<file path="config.mk">
export PLATFORM = sky130hd
export DESIGN_NAME = uart_rx_frame_check
export DESIGN_NICKNAME = d
export VERILOG_FILES = /design/src/rtl/uart_pkg.sv /design/src/rtl/uart_sat_counter.sv /design/src/rtl/uart_rx_frame_check.sv
export SDC_FILE = /design/constraint.sdc
export NUM_CORES = 1
export LEC_CHECK = 0
export ABC_AREA = 1
export CORE_ASPECT_RATIO = 1.1
export CORE_MARGIN = 2
export CORE_UTILIZATION = 49
export DETAILED_ROUTE_END_ITERATION = 7
export PLACE_DENSITY = 0.85
export RECOVER_POWER = 50
export SYNTH_ARGS = -nofsm -noshare
export SYNTH_HDL_FRONTEND = slang
export SYNTH_SLANG_ARGS = --single-unit
</file>
<file path="constraint.sdc">
create_clock -name clk -period 1.5 [get_ports clk]
set_clock_uncertainty 0.05 [all_clocks]
set_input_delay 0.225 -clock clk [delete_from_list [all_inputs] [get_ports clk]]
set_output_delay 0.225 -clock clk [all_outputs]
set_load 0.01 [all_outputs]
</file>
<file path="src/rtl/uart_pkg.sv">
// Shared UART definitions: parity-mode encodings, RX frame FSM states and the
// expected-parity helper also used by the TX parity generator.
package uart_pkg;

  typedef enum logic [2:0] {
    PAR_NONE  = 3'd0,
    PAR_EVEN  = 3'd1,
    PAR_ODD   = 3'd2,
    PAR_MARK  = 3'd3,
    PAR_SPACE = 3'd4
  } parity_mode_e;

  typedef enum logic [2:0] {
    ST_IDLE   = 3'd0,
    ST_DATA   = 3'd1,
    ST_PARITY = 3'd2,
    ST_STOP   = 3'd3,
    ST_DONE   = 3'd4
  } rx_state_e;

  // Encodings 5..7 are reserved and behave as "no parity".
  function automatic parity_mode_e parity_mode_norm(input logic [2:0] mode);
    case (mode)
      3'd1:    return PAR_EVEN;
      3'd2:    return PAR_ODD;
      3'd3:    return PAR_MARK;
      3'd4:    return PAR_SPACE;
      default: return PAR_NONE;
    endcase
  endfunction

  // acc is the XOR of all data bits of the frame.
  function automatic logic parity_expected(input parity_mode_e mode, input logic acc);
    case (mode)
      PAR_EVEN: return acc;
      PAR_ODD:  return ~acc;
      PAR_MARK: return 1'b1;
      default:  return 1'b0;
    endcase
  endfunction

endpackage

</file>
<file path="src/rtl/uart_sat_counter.sv">
// Saturating event counter with synchronous clear; clear has priority over increment.
module uart_sat_counter #(
  parameter int CNT_W = 16
) (
  input  logic             clk,
  input  logic             rst_n,
  input  logic             inc,
  input  logic             clr,
  output logic [CNT_W-1:0] cnt
);

  always_ff @(posedge clk or negedge rst_n) begin
    if (!rst_n) begin
      cnt <= '0;
    end else if (clr) begin
      cnt <= '0;
    end else if (inc && (cnt != '1)) begin
      cnt <= cnt + 1'b1;
    end
  end

endmodule

</file>
<file path="src/rtl/uart_rx_frame_check.sv">
// UART RX frame checker: assembles LSB-first data bits, checks parity and stop
// bits, and emits one status pulse per completed frame plus error counters.
module uart_rx_frame_check
  import uart_pkg::*;
#(
  parameter int DATA_W    = 8,
  parameter int STOP_BITS = 1,
  parameter int CNT_W     = 16
) (
  input  logic              clk,
  input  logic              rst_n,
  input  logic              frame_start,
  input  logic              bit_valid,
  input  logic              bit_in,
  input  logic [2:0]        parity_mode,
  input  logic              clear_cnt,
  output logic [DATA_W-1:0] rx_data,
  output logic              rx_valid,
  output logic              parity_error,
  output logic              framing_error,
  output logic              busy,
  output logic [CNT_W-1:0]  parity_err_cnt,
  output logic [CNT_W-1:0]  framing_err_cnt
);

  // Handshake: frame_start and bit_valid are single-cycle strobes with no
  // back-pressure; rx_valid is a single-cycle pulse and its companions
  // (rx_data, parity_error, framing_error) hold until the next pulse.

  localparam logic [3:0] DATA_LAST = 4'(DATA_W - 1);
  localparam logic [3:0] STOP_LAST = 4'(STOP_BITS - 1);

  rx_state_e         state;
  parity_mode_e      mode_q;
  logic [3:0]        bit_cnt;
  logic [DATA_W-1:0] shreg;
  logic              par_acc;
  logic              par_bit;
  logic              fe_q;

  logic stop_fe;
  logic par_exp;
  logic pe_inc;
  logic fe_inc;

  assign stop_fe = fe_q | ~bit_in;
  assign par_exp = parity_expected(mode_q, par_acc);
  assign busy    = (state != ST_IDLE);
  assign pe_inc  = (state == ST_DONE) && parity_error;
  assign fe_inc  = (state == ST_DONE) && framing_error;

  always_ff @(posedge clk or negedge rst_n) begin
    if (!rst_n) begin
      state         <= ST_IDLE;
      mode_q        <= PAR_NONE;
      bit_cnt       <= '0;
      shreg         <= '0;
      par_acc       <= 1'b0;
      par_bit       <= 1'b0;
      fe_q          <= 1'b0;
      rx_data       <= '0;
      rx_valid      <= 1'b0;
      parity_error  <= 1'b0;
      framing_error <= 1'b0;
    end else begin
      rx_valid <= 1'b0;
      // A start strobe restarts from any state and swallows a coincident bit.
      if (frame_start) begin
        state   <= ST_DATA;
        mode_q  <= parity_mode_norm(parity_mode);
        bit_cnt <= '0;
        par_acc <= 1'b0;
        par_bit <= 1'b0;
        fe_q    <= 1'b0;
      end else begin
        case (state)
          ST_DATA: begin
            if (bit_valid) begin
              shreg   <= {bit_in, shreg[DATA_W-1:1]};
              par_acc <= par_acc ^ bit_in;
              if (bit_cnt == DATA_LAST) begin
                bit_cnt <= '0;
                state   <= (mode_q == PAR_NONE) ? ST_STOP : ST_PARITY;
              end else begin
                bit_cnt <= bit_cnt + 4'd1;
              end
            end
          end
          ST_PARITY: begin
            if (bit_valid) begin
              par_bit <= bit_in;
              state   <= ST_STOP;
            end
          end
          ST_STOP: begin
            if (bit_valid) begin
              fe_q <= stop_fe;
              if (bit_cnt == STOP_LAST) begin
                state         <= ST_DONE;
                rx_valid      <= 1'b1;
                rx_data       <= shreg;
                framing_error <= stop_fe;
                parity_error  <= (mode_q != PAR_NONE) && (par_bit != par_exp);
              end else begin
                bit_cnt <= bit_cnt + 4'd1;
              end
            end
          end
          ST_DONE: state <= ST_IDLE;
          default: state <= ST_IDLE;
        endcase
      end
    end
  end

  uart_sat_counter #(.CNT_W(CNT_W)) u_parity_cnt (
    .clk   (clk),
    .rst_n (rst_n),
    .inc   (pe_inc),
    .clr   (clear_cnt),
    .cnt   (parity_err_cnt)
  );

  uart_sat_counter #(.CNT_W(CNT_W)) u_framing_cnt (
    .clk   (clk),
    .rst_n (rst_n),
    .inc   (fe_inc),
    .clr   (clear_cnt),
    .cnt   (framing_err_cnt)
  );

endmodule

</file>
# ---- Yosys cells after proc, flatten, opt, wreduce, memory -nomap -nowiden
# Cells that the tools add are included.
# Widths: inputs -> output; s select.
dict set report word_totals {
  regBits 64
  latch_bits 0
  ram_bits 0
  romBits 0
  input_bits 9
  out_inout_bits 44
  word_cells 98
  memories 0
}
dict set report classes {
  addsub 3
  mul 0
  div_mod_pow 0
  n_lt_le_gt_ge 0
  eq_ne 21
  n_shift 0
  muxes 33
  n_bitwise 5
  n_reduce_logical 23
}
# operator n
set op_table {}
lappend op_table {{$mux 16} 4}
lappend op_table {{$add 16x1->16 const B} 2}
lappend op_table {{$ne 16x16->1 const B} 2}
lappend op_table {{$mux 4} 5}
lappend op_table {{$eq 3x2->1 const B} 6}
lappend op_table {{$mux 3} 6}
lappend op_table {{$ne 3x3->1 const B} 6}
lappend op_table {{$mux 1} 14}
lappend op_table {{$pmux 3 s4} 1}
lappend op_table {{$reduce_bool 2->1} 6}
lappend op_table {{$eq 3x1->1 const B} 3}
lappend op_table {{$pmux 3 s3} 1}
lappend op_table {{$reduce_bool 3->1} 3}
lappend op_table {{$pmux 4 s2} 1}
lappend op_table {{$reduce_and 4->1} 2}
lappend op_table {{$eq 3x3->1 const B} 2}
lappend op_table {{$reduce_and 2->1} 3}
lappend op_table {{$logic_and 1x1->1} 5}
lappend op_table {{$reduce_and 5->1} 1}
lappend op_table {{$add 4x1->4 const B} 1}
lappend op_table {{$eq 4x3->1 const B} 1}
lappend op_table {{$logic_not 4->1} 1}
lappend op_table {{$logic_not 3->1} 1}
lappend op_table {{$not 1->1} 3}
lappend op_table {{5 further kinds} 5}

# ---- Longest topological paths before layout
# Gate-level depths: netlist (run 1).
dict set report logic_depth {
  word_depth 6
  mapped_depth 10
  depth_no_buf 9
}

# ---- Hierarchy
# From an unflattened synthesis (run 1), not the netlist that was laid out.
dict set report hier_totals {
  hier_cells 483
  area_unflattened_um2 3674.8
}
# module instances cells_each area_per_inst_um2 seq_area_each_um2
set by_module_without_submodules {}
lappend by_module_without_submodules {uart_rx_frame_check 1 195 1632.8 800.8}
lappend by_module_without_submodules {{uart_sat_counter at u_framing_cnt} 1 144 1037.2 400.4}
lappend by_module_without_submodules {{uart_sat_counter at u_parity_cnt} 1 144 1004.7 400.4}

# ---- Worst setup path after synthesis (run 1)
# Ideal clock, no wire load.
dict set report synth_timing {
  path_kind {reg2reg}
  from {register u_parity_cnt.cnt[1]}
  to {register u_parity_cnt.cnt[9]}
  setup_ns 0.065
  t_arrival_ns 1.454
  required_time_ns 1.385
  path_slack_ns -0.069
  path_stages_with_launch 11
  n_path_buf 1
  period_less_slack_ns 1.569
  path_cell_list {dfrtp_1 > ha_1 > nand3_2 > inv_1 > nand2_2 > nor2_4 > nor2_4 > nor2_4 > buf_6 > nand2_1 > nand2_1}
}
dict set report synth_via {
  elab_chain_len 3
  word_cells_on_any_way 6
  cone_classes {1 x add/sub; 1 x eq/ne; 2 x mux; 2 x reduce/logical}
}
# element line
set synth_rtl {}
lappend synth_rtl {{from (decl)} uart_sat_counter.sv:9} ;# output logic [CNT_W-1:0] cnt
lappend synth_rtl {{from (signal assigned)} uart_sat_counter.sv:18} ;# cnt <= cnt + 1'b1;
lappend synth_rtl {{$add 16x1->16 or $ne 16x16->1 (tied branches)} {uart_sat_counter.sv:18, uart_sat_counter.sv:17}}
lappend synth_rtl {{$mux 16 or $logic_and 1x1->1 (tied branches)} uart_sat_counter.sv:17} ;# end else if (inc && (cnt != '1)) begin
lappend synth_rtl {{$mux 16 or $reduce_bool 2->1 (tied branches)} -}
# Several ways; a longest one is shown, not always the timed one. The select of a mux whose other input is x is not followed.
# A chain may end at the register's enable or synchronous reset.

# ---- Worst setup path in the final report (run 1)
dict set report layout_timing {
  from {register u_framing_cnt.cnt[5]}
  to {register u_framing_cnt.cnt[15]}
}
dict set report layout_via {
  elab_chain_len 3
  word_cells_on_any_way 6
  cone_classes {1 x add/sub; 1 x eq/ne; 2 x mux; 2 x reduce/logical}
}
# element line
set layout_rtl {}
lappend layout_rtl {{from (decl)} uart_sat_counter.sv:9}
lappend layout_rtl {{from (signal assigned)} uart_sat_counter.sv:18}
lappend layout_rtl {{$add 16x1->16 or $ne 16x16->1 (tied branches)} {uart_sat_counter.sv:18, uart_sat_counter.sv:17}}
lappend layout_rtl {{$mux 16 or $logic_and 1x1->1 (tied branches)} uart_sat_counter.sv:17}
lappend layout_rtl {{$mux 16 or $reduce_bool 2->1 (tied branches)} -}
# Several ways; a longest one is shown, not always the timed one. The select of a mux whose other input is x is not followed.

==> results of run 1 <==
## Yosys cell counts, drive strengths merged, types with 2 or more instances
master  instances
nor2           59
o21bai          5
xor2            8
or2             8
ha              4
dfrtp          64
clkbuf          5
o22ai           2
nand3          33
buf             5
a21oi           3
nor3            2
o21ai          31
nand2         154
inv            47
nand4          28
## worst paths after layout
path                                         end  slack (ps)  cells past startpoint
setup / recovery           u_framing_cnt.cnt[15]        -190                      7
hold / removal                         mode_q[1]         390                      3
setup reg to reg           u_framing_cnt.cnt[15]        -190                      7
hold reg to reg                         shreg[5]         460                      2
max in group asynchronous             bit_cnt[0]         170                      3
min in group asynchronous  u_framing_cnt.cnt[14]         580                      3
## logic make-up after synthesis
family | count (synthesis) | share of synthesized area
buffers and inverters | 58 | 0.0691
flip-flops | 64 | 0.458
AO/OA/AOI/OAI | 44 | 0.0691
AND/OR/NAND/NOR | 285 | 0.369
adder cells (fa/ha/maj) | 4 | 0.0143
XOR/XNOR | 8 | 0.0201
## worst max-delay path, delay by kind of cell, from the launching register on
family | cells | cell delay, ps
and+or+nand+nor | 5 | 780
buffers and inverters | 1 | 140
AOI/OAI and AO/OA | 1 | 250
DFF | 1 | 400
## state kept, by name, indices dropped and copies added, names as in the netlist
| name | cells |
|---|---|
| bit_cnt | 4 |
| rx_data | 8 |
| parity_error | 1 |
| par_bit | 1 |
| u_parity_cnt.cnt | 16 |
| par_acc | 1 |
| shreg | 8 |
| u_framing_cnt.cnt | 16 |
| framing_error | 1 |
| state | 3 |
| fe_q | 1 |
| mode_q | 3 |
| rx_valid | 1 |
## where the power goes
group / leakage [nW] / switching, W / internal [W] / total, W
Sequential: 0.868 / 0.000231 / 0.00198 / 0.00221
Clock: 0.114 / 0.000838 / 0.000957 / 0.00179
Combinational: 1.78 / 0.000962 / 0.000726 / 0.00169
Total: 2.77 / 0.00203 / 0.00366 / 0.00569
## what timing repair did
| action | 4_1_cts | 5_1_grt |
|---|---|---|
| hold endpoints to repair | 64 | 0 |
| buffers inserted | 16 | 7 |
| setup endpoints to repair | 83 | 56 |
| cloned | 2 | 1 |
| hold buffers | 1 | 0 |
| pin swaps | 16 | 27 |
| gates resized for setup | 90 | 103 |
## through the flow
| stage | util | setup slack (ps) |
|---|---|---|
| floorplan | - | -48.0 |
| global placement | 0.651 | -37.9 |
| detailed placement | 0.651 | -108 |
| CTS | 0.722 | -84.7 |
| global route | 0.767 | -210 |
| finish | 0.767 | -189 |
## layout make-up
class,count,share of cell area
sequential,64,0.300
clock buffer,9,0.0232
tap,85,0.0199
clock inverter,7,0.0194
timing repair buffer,138,0.226
inverter,48,0.0356
multi-input combinational,341,0.376
## metal layers
layer	routed length [um]	vias to the layer above	GRT usage
met5	0	-	0
li1	-	1782	-
met1	4350	1945	0.324
met2	6360	229	0.481
met3	850	71	0.0553
met4	546	0	0.146
==> impl_summary.txt, run 1 <==
----------------------------------------------------
[Setup path]
  Worst R2R Start ... u_framing_cnt.cnt[5]
  Cell at the slowest stage of the critical path ... sky130_fd_sc_hd__dfrtp_1
  Type of element launching the critical path ... flip-flop
  Top cell by count, worst path ... sky130_fd_sc_hd__nand2_2
  Class of the most critical setup path ... reg -> reg
  Longest individual stage delay on the worst path ... 400 ps
  Arrival time at the worst endpoint ... 1940 ps
  Worst-path cell chain ... buf_4, nand2_1, nor2_2, nand2_2, o21ai_0, nand4_1, nand2_2
  Maximum fanout encountered on the critical timing path ... 5
  Data required time of the worst path ... 1750 ps
  Crit path from ... u_framing_cnt.cnt[5]
  Type of destination of the critical path ... flip-flop

[GRT]
  Global-route wire length before repair ... 17,500 um
  Number of global-route vias before repair ... 3,849
  Antenna violations before repair ... 0
  Global route total overflow ... 0
  Largest net degree at the start of global routing ... 65
  GRT Total Usage ... 0.278

[Outcome]
  Violations in the final reports ... setup timing
  Result of the run ... finished with violations

[STA]
  RSZ-0062 raised after global routing ... true
  Final count of pins violating max slew ... 0
  Fin crit period ... 1690 ps
  Fmax achieved ... 592 MHz
  Slew @ Worst Pin ... 916 ps
  Final worst setup slack ... -189 ps
  # setup viols final ... 42
  WHS ... 391 ps
  Share of the cycle needed by the critical path after routing ... 1.13
  Max_slew headroom ... 0.389
  Total Neg Setup Slack ... -2960 ps
  Hold violation count in the final report ... 0

[Job]
  Number of max-cap violations ... 0

[Layout]
  Fraction of final layout cells with drive strength greater than 1 ... 0.362
  Number of standard cells in the layout, taps in and fillers out ... 692
  Finished Cell Area ... 5350 um^2
  Area taken by multi-input logic gates ... 2010 um^2
  Commonest cells after routing, fill and taps aside ... sky130_fd_sc_hd__nand2_1, sky130_fd_sc_hd__buf_4, sky130_fd_sc_hd__dfrtp_1, sky130_fd_sc_hd__nand2_2, sky130_fd_sc_hd__dlygate4sd2_1
  Final net count ... 615
  Area taken by flip-flops and latches ... 1610 um^2
  Layout overhead on the synthesized area ... 53.0%
  Ant diodes ... 0
  FILL cells ... 448
  Most common cell after layout, fill and taps aside ... sky130_fd_sc_hd__nand2_1

[Yosys]
  Largest cells by area after synthesis ... sky130_fd_sc_hd__dfrtp_1, sky130_fd_sc_hd__nand2_1, sky130_fd_sc_hd__nor2_1
  Gate count of the mapped netlist ... 463
  Number of flops mapped to enable cells by yosys ... 0
  Leading register cell type out of synthesis ... sky130_fd_sc_hd__dfrtp_1
  Sequential share of the synthesized area ... 0.458
  Avg Inst Size Synth ... 7.55 um^2
  Library cells used by synthesis ... 29
  Post-synthesis net count ... 476
  Yosys warning total ... 0
  Yosys top cell by area ... sky130_fd_sc_hd__dfrtp_1
  Cell area after synthesis ... 3490 um^2
  Register bit count reported by yosys ... 64
  Area share of the largest cell type after synthesis ... 0.458
  Share of async-settable or async-resettable flops after synthesis ... 1.00

[Floorplan]
  I/O pins ... 53
  Vertical die dimension ... 92.6 um
  Die Area ... 7820 um^2
  Core Rows ... 32
  Standard cell core area ... 6970 um^2
  Starting density of the core ... 0.502
  Horizontal extent of the die ... 84.5 um

[Clock network]
  Master cell of the clock root buffer ... sky130_fd_sc_hd__clkbuf_8
  Clock-pin slew on the worst setup and hold paths ... 90 ps
  CTS Buf Count ... 9
  Clock latency reported for the late side of the worst-skew pair ... 360 ps
  TritonCTS clock tree ... built
  Max Root-Sink Buffers ... 2
  Deepest level of the CTS H-tree ... 3
  Clock Sinks ... 64

[Pwr]
  Power, Total ... 0.00569 W
  Leakage power ... 2.77 nW
  Power density over the cells ... 1060 nW/um^2
  Peak supply drop ... 1220 uV

[Placed design]
  Cell Count Post-Placement ... 650
  GP Congestion ... 0.936
  Number of buffers inserted by port buffering ... 52
  HPWL after DPL ... 6460 um
  Post-placement cell area ... 4540 um^2

[Routing]
  Final Routed Wirelength ... 12,100 um
  Via density per instance ... 5.82
  Detailed router's first-iteration violation count ... 322
  Post-route DRC ... 0
  Via count ... 4,027
  Number of nets still failing antenna checks after routing ... 0
  Detailed-router iteration count before antenna repair ... 5
  Wire per inst ... 17.5 um

[Worst hold path]
  Startpoint of the most critical hold path ... parity_mode[1]
  Worst min-delay path class ... in -> reg

----------------------------------------------------
Note: power is estimated with default switching activity, not from simulation.
==> run 2: changes to the inputs <==
==> constraint.sdc (replaced) <==
create_clock -name clk -period 1.55 [get_ports clk]
set_clock_uncertainty 0.05 [all_clocks]
set_input_delay 0.2325 -clock clk [delete_from_list [all_inputs] [get_ports clk]]
set_output_delay 0.2325 -clock clk [all_outputs]
set_load 0.01 [all_outputs]
==> run 2 against run 1 <==
- the run still ends with setup timing left
- non-clock buffer count decreased by 3
- cell count fell by 0.43%
- routed wire length decreased by 18%
- critical path type unchanged
- highest routed layer unchanged
==> impl_summary.txt, run 2 (synthesis results as in run 1) <==
----------------------------------------------------
[Layout]
  Largest registers ... u_framing_cnt.cnt (16), u_parity_cnt.cnt (16) (unchanged)
  Ant diodes ... 0 (unchanged)
  Final net count ... 612 (was 615)
  Layout overhead on the synthesized area ... 46.3% (was 53.0%)
  Commonest cells after routing, fill and taps aside ... sky130_fd_sc_hd__nand2_1, sky130_fd_sc_hd__buf_4, sky130_fd_sc_hd__dfrtp_1, sky130_fd_sc_hd__inv_1, sky130_fd_sc_hd__nor2_1 (was sky130_fd_sc_hd__nand2_1, sky130_fd_sc_hd__buf_4, sky130_fd_sc_hd__dfrtp_1, sky130_fd_sc_hd__nand2_2, sky130_fd_sc_hd__dlygate4sd2_1)
  Fraction of final layout cells with drive strength greater than 1 ... 0.283 (was 0.362)
  Most common cell after layout, fill and taps aside ... sky130_fd_sc_hd__nand2_1 (unchanged)

[Routing]
  Via count ... 3,754 (was 4,027)
  Post-route DRC ... 0 (unchanged)
  Detailed-router iteration count before antenna repair ... 6 (was 5)
  DR WL met2 ... 5070 um (was 6360 um)
  Sum of routed wire segments on met1 ... 4010 um (was 4350 um)
  Number of nets still failing antenna checks after routing ... 0 (unchanged)
  Final Routed Wirelength ... 9930 um (was 12,100 um)
  Via density per instance ... 5.45 (was 5.82)
  Wire per inst ... 14.4 um (was 17.5 um)
  Detailed router's first-iteration violation count ... 235 (was 322)
  Routed wire length on met3 ... 597 um (was 850 um)
  Highest routing layer actually used ... met4 (unchanged)

[Outcome]
  Result of the run ... finished with violations (unchanged)
  Violations in the final reports ... setup timing (unchanged)

[Floorplan]
  Vertical die dimension ... 92.6 um (unchanged)
  Core Rows ... 32 (unchanged)
  I/O pins ... 53 (unchanged)
  Starting density of the core ... 0.502 (unchanged)
  Standard cell core area ... 6970 um^2 (unchanged)
  Die Area ... 7820 um^2 (unchanged)
  Horizontal extent of the die ... 84.5 um (unchanged)

[Pwr]
  Power density over the cells ... 930 nW/um^2 (was 1060 nW/um^2)
  Internal power contribution ... 0.00320 W (was 0.00366 W)
  Power share of the combinational group ... 0.250 (was 0.297)
  Leakage power ... 2.74 nW (was 2.77 nW)
  Switch share ... 0.326 (was 0.357)
  Power, Total ... 0.00475 W (was 0.00569 W)
  Fraction of power consumed by sequential logic ... 0.438 (was 0.388)
  Clock share of power ... 0.313 (was 0.315)
  NetSw ... 0.00155 W (was 0.00203 W)
  Peak supply drop ... 890 uV (was 1220 uV)

[STA]
  Final count of pins violating max slew ... 0 (unchanged)
  Share of the cycle needed by the critical path after routing ... 1.01 (was 1.13)
  Max_slew headroom ... 0.418 (was 0.389)
  Final worst setup slack ... -8.10 ps (was -189 ps)
  # setup viols final ... 2 (was 42)
  Fin crit period ... 1560 ps (was 1690 ps)
  Fmax achieved ... 642 MHz (was 592 MHz)
  Total Neg Setup Slack ... -12.4 ps (was -2960 ps)
  RSZ-0062 raised after global routing ... true (unchanged)
  Hold violation count in the final report ... 0 (unchanged)
  Slew @ Worst Pin ... 874 ps (was 916 ps)

[Setup path]
  Type of element launching the critical path ... flip-flop (unchanged)
  Data required time of the worst path ... 1790 ps (was 1750 ps)
  Type of destination of the critical path ... flip-flop (unchanged)
  Maximum fanout encountered on the critical timing path ... 7 (was 5)
  Worst-path cell chain ... buf_6, nand2_4, nor2_4, nand2_4, nor2_4, nor2_4, nor2_4, clkbuf_16, nand2_2, nand2_1 (was buf_4, nand2_1, nor2_2, nand2_2, o21ai_0, nand4_1, nand2_2)
  Class of the most critical setup path ... reg -> reg (unchanged)
  Buffers and inverters on the worst path ... 2 (was 1)
  Cell family contributing the most delay on the critical path ... simple AND/OR/NAND/NOR gates (unchanged)
  Top cell by count, worst path ... sky130_fd_sc_hd__nor2_4 (was sky130_fd_sc_hd__nand2_2)
  Cell at the slowest stage of the critical path ... sky130_fd_sc_hd__dfrtp_1 (unchanged)
  Longest individual stage delay on the worst path ... 380 ps (was 400 ps)
  Arrival time at the worst endpoint ... 1790 ps (was 1940 ps)

[GRT]
  Global route total overflow ... 0 (unchanged)
  Antenna violations before repair ... 0 (unchanged)
  GRT Total Usage ... 0.233 (was 0.278)
  Global-route wire length before repair ... 14,800 um (was 17,500 um)
  Number of global-route vias before repair ... 3,324 (was 3,849)
  Largest net degree at the start of global routing ... 65 (unchanged)

[Clock network]
  Clock latency reported for the late side of the worst-skew pair ... 360 ps (about the same)
  Max Root-Sink Buffers ... 2 (unchanged)
  Deepest level of the CTS H-tree ... 3 (unchanged)
  TritonCTS clock tree ... built (unchanged)
  Clock-pin slew on the worst setup and hold paths ... 70 ps (was 90 ps)
  CTS Buf Count ... 9 (unchanged)
  Clock Sinks ... 64 (unchanged)
  Master cell of the clock root buffer ... sky130_fd_sc_hd__clkbuf_8 (unchanged)

[Placed design]
  HPWL after DPL ... 5970 um (was 6460 um)
  GP Congestion ... 0.860 (was 0.936)
  Number of buffers inserted by port buffering ... 52 (unchanged)

[Job]
  Number of max-cap violations ... 0 (unchanged)

[Worst hold path]
  Worst min-delay path class ... in -> reg (unchanged)

----------------------------------------------------
==> run 2: repair_timing <==
item	in CTS	in global routing
pin swaps	3	31
hold endpoints to repair	64	0
endpoints found under the setup margin	63	54
buffers inserted	16	16
gates cloned	0	1
hold buffers	1	0
gates resized for setup	38	73
==> run 2: layer usage <==
layer | vias to the layer above | GRT usage
met3 | 33 | 0.0339
met4 | 0 | 0.103
met1 | 1784 | 0.297
met5 | - | 0
met2 | 164 | 0.393
li1 | 1773 | -
==> run 2: metrics by stage <==
step	hold slack (ps)	instances	cell area (um^2)	utilization	setup slack [ps]
6_report	426	689	5110	0.734	-8.10
5_1_grt	438	689	5110	0.734	-87.3
4_1_cts	382	672	4780	0.686	3.14
3_5_place_dp	229	639	4470	0.641	-68.3
3_3_place_gp	224	639	4470	0.641	-15.2
2_1_floorplan	-113	463	3500	-	-0.827
==> run 2: cell type report <==
cell class | instances | area [um^2]
Clock inverter | 7 | 77.6
Inverter | 48 | 183
Sequential cell | 64 | 1600
Clock buffer | 9 | 124
Multi-Input combinational cell | 341 | 1830
Fill cell | 527 | 1850
Timing Repair Buffer | 135 | 1190
Tap cell | 85 | 106
==> run 2: worst paths after layout <==
kind / startpoint / endpoint / slack (ps) / cells after the start
max: u_parity_cnt.cnt[10] / u_parity_cnt.cnt[12] / -8 / 10
min: parity_mode[0] / mode_q[0] / 430 / 3
max reg2reg: u_parity_cnt.cnt[10] / u_parity_cnt.cnt[12] / -8 / 10
min reg2reg: shreg[0] / rx_data[0] / 430 / 2
max in group asynchronous: rst_n / u_parity_cnt.cnt[2] / 270 / 3
min in group asynchronous: rst_n / bit_cnt[0] / 580 / 3
==> run 2: power groups by stage <==
stage,sequential (W),combinational (W),clock (W)
3_3_place_gp,0.00208,0.00106,0
6_report,0.00208,0.00119,0.00149
4_1_cts,0.00206,0.00112,0.00151
3_5_place_dp,0.00209,0.00110,0
2_1_floorplan,0.00211,0.000541,0
5_1_grt,0.00211,0.00133,0.00158
==> run 2: worst register-to-register path, stage by stage (launching register included) <==
cell and delay [ps]:
sky130_fd_sc_hd__dfrtp_1 380, sky130_fd_sc_hd__buf_6 130, sky130_fd_sc_hd__nand2_4 60, sky130_fd_sc_hd__nor2_4 140, sky130_fd_sc_hd__nand2_4 70, sky130_fd_sc_hd__nor2_4 120, sky130_fd_sc_hd__nor2_4 60, sky130_fd_sc_hd__nor2_4 190
sky130_fd_sc_hd__clkbuf_16 200, sky130_fd_sc_hd__nand2_2 50, sky130_fd_sc_hd__nand2_1 50
==> run 3: changes to the inputs <==
--- a/config.mk
+++ b/config.mk
@@ -8,9 +8,11 @@
 export ABC_AREA = 1
 export CORE_ASPECT_RATIO = 1.1
 export CORE_MARGIN = 2
-export CORE_UTILIZATION = 49
+export CORE_UTILIZATION = 51
+export CTS_BUF_LIST = sky130_fd_sc_hd__clkbuf_8
 export DETAILED_ROUTE_END_ITERATION = 7
-export PLACE_DENSITY = 0.85
+export HOLD_SLACK_MARGIN = 0.12
+export PLACE_DENSITY = 0.88
 export RECOVER_POWER = 50
 export SYNTH_ARGS = -nofsm -noshare
 export SYNTH_HDL_FRONTEND = slang
==> run 3 against run 2 <==
- the run now ends clean
- register-to-register slack gained 30 ps
- routed wire length shrank 7.6%
- via count shrank 4.3%
- sequential share of layout area grew 1.5 points
- flip-flop and latch count is the same
- utilization grew 0.54 points
- hold slack lost 9.8 ps
- clock power grew 11%
- critical path type is now reg -> out
- highest routed layer unchanged
==> impl_summary.txt, run 3 (synthesis results as in run 1) <==
----------------------------------------------------
[Floorplan]
  Starting density of the core ... 0.530 (was 0.502)
  Standard cell core area ... 6590 um^2 (was 6970 um^2)
  Horizontal extent of the die ... 82.9 um (was 84.5 um)
  I/O pins ... 53 (unchanged)
  Core Rows ... 31 (was 32)
  Vertical die dimension ... 90.8 um (was 92.6 um)
  Die Area ... 7530 um^2 (was 7820 um^2)

[Placed design]
  Cell Count Post-Placement ... 629 (was 639)
  GP Congestion ... 0.912 (was 0.860)
  Number of buffers inserted by port buffering ... 52 (unchanged)
  HPWL after DPL ... 5970 um (about the same)

[GRT]
  GRT Total Usage ... 0.239 (was 0.233)
  Number of global-route vias before repair ... 3,468 (was 3,324)
  Met1 Use GR ... 0.290 (was 0.297)
  Antenna violations before repair ... 0 (unchanged)
  Global route total overflow ... 0 (unchanged)
  Global-route wire length before repair ... 14,900 um (was 14,800 um)
  Met3 routing resource usage after global routing ... 0.0393 (was 0.0339)
  Routing layer with the top usage in global route ... met2 (unchanged)
  Global Route met2 Usage ... 0.423 (was 0.393)
  Largest net degree at the start of global routing ... 65 (unchanged)

[Setup path]
  Class of the most critical setup path ... reg -> out (was reg -> reg)
  Longest individual stage delay on the worst path ... 390 ps (was 380 ps)
  Worst-path cell chain ... buf_4, nor2_4, nand2_1, clkbuf_2 (was buf_6, nand2_4, nor2_4, nand2_4, nor2_4, nor2_4, nor2_4, clkbuf_16, nand2_2, nand2_1)
  Critical path depth in cells ... 4 (was 10)
  Type of destination of the critical path ... output port (was flip-flop)
  Data required time of the worst path ... 1270 ps (was 1790 ps)
  Maximum fanout encountered on the critical timing path ... 4 (was 7)
  Buffers and inverters on the worst path ... 2 (unchanged)
  Type of element launching the critical path ... flip-flop (unchanged)
  Cell family contributing the most delay on the critical path ... flip-flops (was simple AND/OR/NAND/NOR gates)
  Arrival time at the worst endpoint ... 1250 ps (was 1790 ps)
  Cell at the slowest stage of the critical path ... sky130_fd_sc_hd__dfrtp_1 (unchanged)
  Cells on worst reg2reg path ... 10 (unchanged)

[STA]
  Total Neg Setup Slack ... 0 ps (was -12.4 ps)
  Hold violation count in the final report ... 0 (unchanged)
  # setup viols final ... 0 (was 2)
  RSZ-0062 raised after global routing ... true (unchanged)
  Slew @ Worst Pin ... 867 ps (was 874 ps)
  Share of the cycle needed by the critical path after routing ... 0.991 (was 1.01)
  Fmax achieved ... 651 MHz (was 642 MHz)
  Fin crit period ... 1540 ps (was 1560 ps)
  Max_slew headroom ... 0.422 (was 0.418)
  Final count of pins violating max slew ... 0 (unchanged)

[Routing]
  Detailed-router iteration count before antenna repair ... 5 (was 6)
  Detailed router's first-iteration violation count ... 296 (was 235)
  Wire per inst ... 13.7 um (was 14.4 um)
  Number of nets still failing antenna checks after routing ... 0 (unchanged)
  Via count ... 3,591 (was 3,754)
  Post-route DRC ... 0 (unchanged)
  Via density per instance ... 5.38 (was 5.45)
  Final Routed Wirelength ... 9170 um (was 9930 um)

[Outcome]
  Result of the run ... finished, final reports clean (was finished with violations)

[Layout]
  Ant diodes ... 0 (unchanged)
  Fraction of final layout cells with drive strength greater than 1 ... 0.242 (was 0.283)
  Largest registers ... u_framing_cnt.cnt (16), u_parity_cnt.cnt (16) (unchanged)
  Number of standard cells in the layout, taps in and fillers out ... 668 (was 689)
  Most common cell after layout, fill and taps aside ... sky130_fd_sc_hd__nand2_1 (unchanged)
  FILL cells ... 484 (was 527)
  Layout overhead on the synthesized area ... 39.5% (was 46.3%)
  Final net count ... 594 (was 612)
  Commonest cells after routing, fill and taps aside ... sky130_fd_sc_hd__nand2_1, sky130_fd_sc_hd__dfrtp_1, sky130_fd_sc_hd__buf_4, sky130_fd_sc_hd__inv_1, sky130_fd_sc_hd__nor2_1 (was sky130_fd_sc_hd__nand2_1, sky130_fd_sc_hd__buf_4, sky130_fd_sc_hd__dfrtp_1, sky130_fd_sc_hd__inv_1, sky130_fd_sc_hd__nor2_1)

[Pwr]
  Power density over the cells ... 1030 nW/um^2 (was 930 nW/um^2)
  Power, Total ... 0.00501 W (was 0.00475 W)
  Peak supply drop ... 855 uV (was 890 uV)
  Leakage power ... 2.50 nW (was 2.74 nW)

[Clock network]
  Max Root-Sink Buffers ... 2 (unchanged)
  Clock Sinks ... 64 (unchanged)
  CTS Buf Count ... 9 (unchanged)
  Clock latency reported for the late side of the worst-skew pair ... 360 ps (about the same)
  TritonCTS clock tree ... built (unchanged)
  Deepest level of the CTS H-tree ... 3 (unchanged)
  Clock-pin slew on the worst setup and hold paths ... 80 ps (was 70 ps)
  Master cell of the clock root buffer ... sky130_fd_sc_hd__clkbuf_8 (unchanged)

[Worst hold path]
  Worst min-delay path class ... in -> reg (unchanged)
  Hold path cells ... 3 (unchanged)

[Job]
  Number of max-cap violations ... 0 (unchanged)

----------------------------------------------------
==> run 3: changes by cell type in the layout (fill, tap and decap cells not counted), sizes merged <==
cell and change:
buf -17, clkdlybuf4s25 +2, dlymetal6s2s -2, inv -2, bufinv +1, clkbuf -1, clkdlybuf4s15 +1, clkinv +1
dlygate4sd2 -1
==> run 3: worst paths after layout <==
check	slack, ps	endpoint	startpoint
min reg2reg	440	rx_data[3]	rx_data[3]
max in group asynchronous	260	state[2]	rst_n
min	420	mode_q[1]	parity_mode[1]
max	10	busy	state[0]
max reg2reg	20	u_parity_cnt.cnt[2]	u_parity_cnt.cnt[1]
min in group asynchronous	590	u_parity_cnt.cnt[9]	rst_n
==> run 3: stage by stage <==
stage	hold slack [ps]	instance area (um^2)	setup slack, ps	util
after global placement	224	4400	16.5	0.667
after global routing	428	4870	-94.6	0.739
after CTS	385	4730	1.14	0.717
after floorplan	-113	3500	-0.827	-
after detailed placement	225	4400	-70.5	0.667
final	417	4870	14.5	0.739
==> run 3: worst reg2reg max path, cell delays in order, from the launching register on <==
cell                      delay [ps]
sky130_fd_sc_hd__dfrtp_1         420
sky130_fd_sc_hd__ha_4            180
sky130_fd_sc_hd__nand3_4         100
sky130_fd_sc_hd__inv_2           100
sky130_fd_sc_hd__nand2_2          80
sky130_fd_sc_hd__nor2_4          130
sky130_fd_sc_hd__nor2_4           50
sky130_fd_sc_hd__nor2_4          100
sky130_fd_sc_hd__buf_12          150
sky130_fd_sc_hd__nand2_1          60
sky130_fd_sc_hd__nand2_1          60
==> run 3: timing repair <==
item,4_1_cts,5_1_grt
hold endpoints to repair,64,0
hold buffers,1,0
setup buffers,14,8
endpoints found under the setup margin,55,59
resized for setup,42,48
pin swaps,5,8
==> run 3: report_power, final <==
group | total (W) | leakage, nW | internal (W) | switching, W
clock network | 0.00166 | 0.112 | 0.000924 | 0.000733
registers | 0.00208 | 0.871 | 0.00191 | 0.000173
logic | 0.00127 | 1.52 | 0.000561 | 0.000706
total | 0.00501 | 2.50 | 0.00339 | 0.00161
==> run 3: area by class of cell <==
| cell class | instances | area [um^2] | area share |
|---|---|---|---|
| clock buffer | 9 | 124 | 0.0254 |
| multi-input combinational | 341 | 1760 | 0.361 |
| inverter | 48 | 180 | 0.0370 |
| timing repair buffer | 117 | 1000 | 0.205 |
| sequential | 64 | 1600 | 0.329 |
| tap | 82 | 103 | 0.0210 |
| clock inverter | 7 | 105 | 0.0216 |
==> run 3: layer usage <==
layer / vias to the layer above / wire (um) / part of all wire
met3: 24 / 436 / 0.048
met4: 0 / 205 / 0.022
met5: - / 0 / 0
li1: 1730 / - / -
met2: 132 / 4710 / 0.51
met1: 1705 / 3820 / 0.42
